### src/rtl/fetch_unit.sv
// Instruction fetch stage: single-outstanding imem requests, branch pre-decode,
// next-PC selection from the predictor's answer, and mispredict redirects.
module fetch_unit #(
  parameter int          IMM_WIDTH = 12,
  parameter logic [6:0]  BR_OPCODE = 7'b1100011,
  parameter logic [31:0] RESET_PC  = 32'h0000_0000
) (
  input  logic                 clk_i,
  input  logic                 reset_ni,
  output logic                 imem_req_o,
  output logic [31:0]          imem_addr_o,
  input  logic                 imem_rvalid_i,
  input  logic [31:0]          imem_rdata_i,
  output logic [31:0]          program_counter_o,
  output logic [IMM_WIDTH-1:0] br_imm_o,
  output logic                 issuing_branch_o,
  input  logic [31:0]          program_counter_branched_i,
  input  logic                 br_taken_i,
  output logic                 iq_valid_o,
  input  logic                 iq_ready_i,
  output logic [31:0]          iq_instr_o,
  output logic [31:0]          iq_pc_o,
  output logic                 iq_pred_taken_o,
  input  logic                 redirect_i,
  input  logic [31:0]          redirect_pc_i
);

  typedef enum logic [1:0] {S_REQ, S_WAIT, S_ISSUE, S_DRAIN} state_e;

  localparam logic [31:0] WORD_MASK = 32'hFFFF_FFFC;

  state_e      state_q, state_d;
  logic [31:0] pc_q, buf_instr, buf_pc;
  logic        is_branch, handshake;

  assign is_branch = (buf_instr[6:0] == BR_OPCODE);
  // A redirect kills the handshake so the queue never sees a wrong-path instruction.
  assign handshake = (state_q == S_ISSUE) && iq_ready_i && !redirect_i;

  always_ff @(posedge clk_i or negedge reset_ni) begin
    if (!reset_ni) state_q <= S_REQ;
    else           state_q <= state_d;
  end

  always_comb begin
    state_d = state_q;
    unique case (state_q)
      S_REQ:   state_d = redirect_i ? S_DRAIN : S_WAIT;
      S_WAIT: begin
        if (redirect_i)         state_d = imem_rvalid_i ? S_REQ : S_DRAIN;
        else if (imem_rvalid_i) state_d = S_ISSUE;
      end
      S_ISSUE: if (redirect_i || iq_ready_i) state_d = S_REQ;
      S_DRAIN: if (imem_rvalid_i) state_d = S_REQ;
      default: state_d = S_REQ;
    endcase
  end

  always_ff @(posedge clk_i or negedge reset_ni) begin
    if (!reset_ni) begin
      pc_q      <= RESET_PC;
      buf_instr <= '0;
      buf_pc    <= '0;
    end else begin
      // PC stays word aligned whatever the source.
      if (redirect_i)
        pc_q <= redirect_pc_i & WORD_MASK;
      else if (handshake)
        pc_q <= (is_branch && br_taken_i) ? (program_counter_branched_i & WORD_MASK)
                                          : buf_pc + 32'd4;
      if (state_q == S_WAIT && imem_rvalid_i && !redirect_i) begin
        buf_instr <= imem_rdata_i;
        buf_pc    <= pc_q;
      end
    end
  end

  // Outputs are forced quiet while reset is held, including the REQ strobe.
  always_comb begin
    imem_req_o        = 1'b0;
    imem_addr_o       = '0;
    program_counter_o = '0;
    br_imm_o          = '0;
    issuing_branch_o  = 1'b0;
    iq_valid_o        = 1'b0;
    iq_instr_o        = '0;
    iq_pc_o           = '0;
    iq_pred_taken_o   = 1'b0;
    if (reset_ni) begin
      imem_req_o        = (state_q == S_REQ);
      imem_addr_o       = pc_q;
      program_counter_o = buf_pc;
      br_imm_o          = buf_instr[31 -: IMM_WIDTH];
      issuing_branch_o  = handshake && is_branch;
      iq_valid_o        = (state_q == S_ISSUE) && !redirect_i;
      iq_instr_o        = buf_instr;
      iq_pc_o           = buf_pc;
      iq_pred_taken_o   = is_branch && br_taken_i;
    end
  end

endmodule

### config.mk
export PLATFORM = sky130hd
export DESIGN_NAME = fetch_unit
export DESIGN_NICKNAME = d
export VERILOG_FILES = /design/src/rtl/fetch_unit.sv
export SDC_FILE = /design/constraint.sdc
export NUM_CORES = 1
export LEC_CHECK = 0
export BUFFER_PORTS_ARGS = -buffer_cell sky130_fd_sc_hd__clkbuf_2
export CAP_MARGIN = 20
export CORE_ASPECT_RATIO = 0.5
export CORE_MARGIN = 5
export CORE_UTILIZATION = 41
export CTS_BUF_LIST = sky130_fd_sc_hd__clkbuf_2
export CTS_CLUSTER_DIAMETER = 120
export DETAILED_ROUTE_END_ITERATION = 7
export PLACE_DENSITY = 0.7
export SKIP_LAST_GASP = 1
export SLEW_MARGIN = 20
export SYNTH_ARGS = -nofsm -noshare
export SYNTH_HDL_FRONTEND = slang
export SYNTH_SLANG_ARGS = --single-unit
### constraint.sdc
create_clock -name clk_i -period 2.25 [get_ports clk_i]
set_clock_uncertainty 0.2 [all_clocks]
set_input_delay 0.1125 -clock clk_i [delete_from_list [all_inputs] [get_ports clk_i]]
set_output_delay 0.1125 -clock clk_i [all_outputs]
set_load 0.01 [all_outputs]
==> run summary <==
- post-synth top area cell: dfrtp_1
- number of buffers added to fix hold violations after cts: 99
- FFs w/ async S/R, synth: 100.0%
- leading cell type by number of instances after synthesis: dfrtp_1
- worst reg2reg path endpoint: pc_q[22]
- H-tree lvl count: 3
- number of synthesis warnings: 0
- max-cap viol count: 0
- synth top area cells: dfrtp_1, mux2_2, and2_1
- critical path type: flip-flop to primary output
- leakage power of the design: 3.908 nW
- shortest clock period the worst path allows after layout: 2128 ps
- maximum buffer depth of the clock tree: 2
- number of optimization iterations in the first detailed-route pass: 6
- WP data required: 1940 ps
- leftover overflow at the end of global routing: 0
- final slew viol count: 0
- pin count of the biggest net entering global routing: 119
- total setup violations reported at the end of the flow: 0
- full die area: 16,700 um^2
- number of distinct library cell variants in the gate-level netlist after synthesis: 51
- Hold Violations, Final: 78
- placer congestion estimate: 0.8406
- net count after synthesis: 677
- maximum fanout encountered on the critical timing path: 2
- CTS clock-pin slew for the worst setup and hold paths: 260 ps
- clock latency on the worst-skew pair: 600 ps
- number of DRC violations after detailed routing: 0
- Num Clock Sinks: 98
- vias per std cell: 5.127
- Inst Count DP: 948
- Power Density: 874.7 nW/um^2
- CP arrival: 1820 ps
- category of the worst setup path capture point: primary output
- Detail Placement HPWL: 12,280 um
- share of the yosys chip area belonging to registers: 42.46%
- fraction of the core area covered by cells at the end of the flow: 59.53%
- P&R area growth vs syn: 40.84%
- r2r setup slk: 150 ps
- Synth Register Bits: 98
- detailed router's first-iteration violation count: 396
- number of cells produced by synthesis: 574
- number of enable flip-flop cells after synthesis: 0
- TritonCTS clock tree: built
- post-route insts no fill: 1,070
- part of the cycle the worst path needs: 94.58%
- Antenna Diode Count: 0
- Initial Utilization: 42.27%
- number of clock buffers inserted by TritonCTS: 9
- setup slack after placement: 209.7 ps
- share of final-layout standard cells stronger than drive strength 1: 41.46%
- tightest slew margin relative to the limit: 37.93%
- GRT Resource Usage Total: 21.44%
- r2r worst-path depth: 6
- global-route wire length before repair: 28,740 um
- root cell of the clock tree: clkbuf_2
- ANT nets after route: 0
- Max VDD drop: 0.4386 mV
- launch instance of the worst register-to-register path: buf_pc[2]
- layout net count: 976
- core area: 13,660 um^2
- Die Width: 177.9 um
- Post-Synthesis Cell Area: 5776 um^2
- peak clock frequency supported by timing: 469.9 MHz
- detailed-route wire length per cell: 16.96 um
- Fin Setup TNS: 0 ps
- IO Count: 246
- violated checks: negative hold slack
- Chip Height: 93.93 um
- run status: finished with violations
- worst hold slack: -861.6 ps
- IO Port Bufs: 241
- antenna violations before repair: 0
- setup repair after global routing missed its margin: yes
- Routed WL: 18,150 um
- worst hold path type: input pin to asynchronous set/reset pin
- type of origin of the critical path: flip-flop
- area share of the largest cell type after synthesis: 42.46%
- most used flip-flop cell after synthesis: dfrtp_1
- commonest cells in the synthesized netlist: dfrtp_1, and2_1, mux2_2, buf_4, nand2_1
- via count of the first global-routing pass: 5,699
- slew at the pin with the worst max-slew slack: 927.9 ps
- vias: 5,486
- Worst Setup Slack, final: 121.9 ps
- average cell area after synthesis: 10.06 um^2
- site row count: 30
## flip-flops by register name, summed over array words and instances, names as in the netlist
register,flops
pc_q,32
buf_pc,32
state_q,2
buf_instr,32
## critical path, stage by stage (launching register included)
cell,delay (ps)
dfrtp_1,440
and4bb_2,350
nand3_4,90
buf_8,130
nor2_2,80
buf_2,140
## cell usage in the layout, fill, tap and decap left out, types with 10 or more instances in the layout
cell           instances
and2_1                91
nand2_1               41
nand3_1               12
nor2_1                22
xnor2_1               11
o21ai_0               20
clkbuf_2             248
mux2_2                59
buf_4                 20
dlygate4sd3_1         99
dfrtp_1               97
a222oi_1              10
a31oi_1               10
a21oi_1               10
xor2_1                11
## layer usage
layer	up-vias	share of wire [%]	wire (um)	global-route usage, %
met5	-	0	0	0
met1	2689	40	7183	25.27
met4	0	1.6	296	5.788
met3	24	7.7	1396	6.152
met2	208	51	9275	38.51
li1	2565	-	-	-
## final cells by class
class                      count  area, um^2
clock buffer                  10       50.05
clock inverter                 6       66.31
fill                        1211        5529
inverter                       8       30.03
multi-input combinational    392        2838
sequential                    98        2454
tap                          192       240.2
timing repair buffer         364        2456
## worst max-delay path by stage
stage / startpoint / slack (ps) / end
global route: buf_instr[2] / -30 / issuing_branch_o
finish: buf_instr[2] / 120 / iq_pred_taken_o
floorplan: buf_pc[2] / 390 / pc_q[28]
CTS: buf_instr[3] / 30 / issuing_branch_o
global placement: buf_pc[2] / 240 / pc_q[22]
detailed placement: buf_instr[3] / 210 / pc_q[12]
## power breakdown
part           internal [mW]  total, mW  switching [mW]  leakage [nW]
logic                   1.61       3.08            1.47          2.65
registers               2.43       3.14           0.706          1.19
clock network          0.261      0.894           0.633        0.0646
total                   4.30       7.12            2.81          3.91
## per-stage QoR
step	cell area, um^2	power (mW)
final	8134	7.115
after global routing	8134	7.610
after CTS	8113	7.136
after detailed placement	6912	6.043
after global placement	6912	5.940
after floorplan	5776	5.121
## kinds of logic (layout without fill, tap and decap cells)
family	after synthesis	in the layout	synth area share [%]
adder cells (fa/ha/maj)	1	1	0.2166
buffers and inverters	84	388	8.969
multiplexers	65	65	12.54
flip-flops	98	98	42.46
AO/OA/AOI/OAI	82	82	9.554
XOR/XNOR	22	22	3.336
AND/OR/NAND/NOR	222	222	22.92
## timing repair
action / CTS / global route
hold endpoints to repair: 169 / 78
pin swaps: 2 / 2
cloned: 1 / 0
gates resized for setup: 7 / 6
setup endpoints to repair: 1 / 6
setup buffers: 5 / 1
No activity file was read; power rests on OpenSTA's default activity.
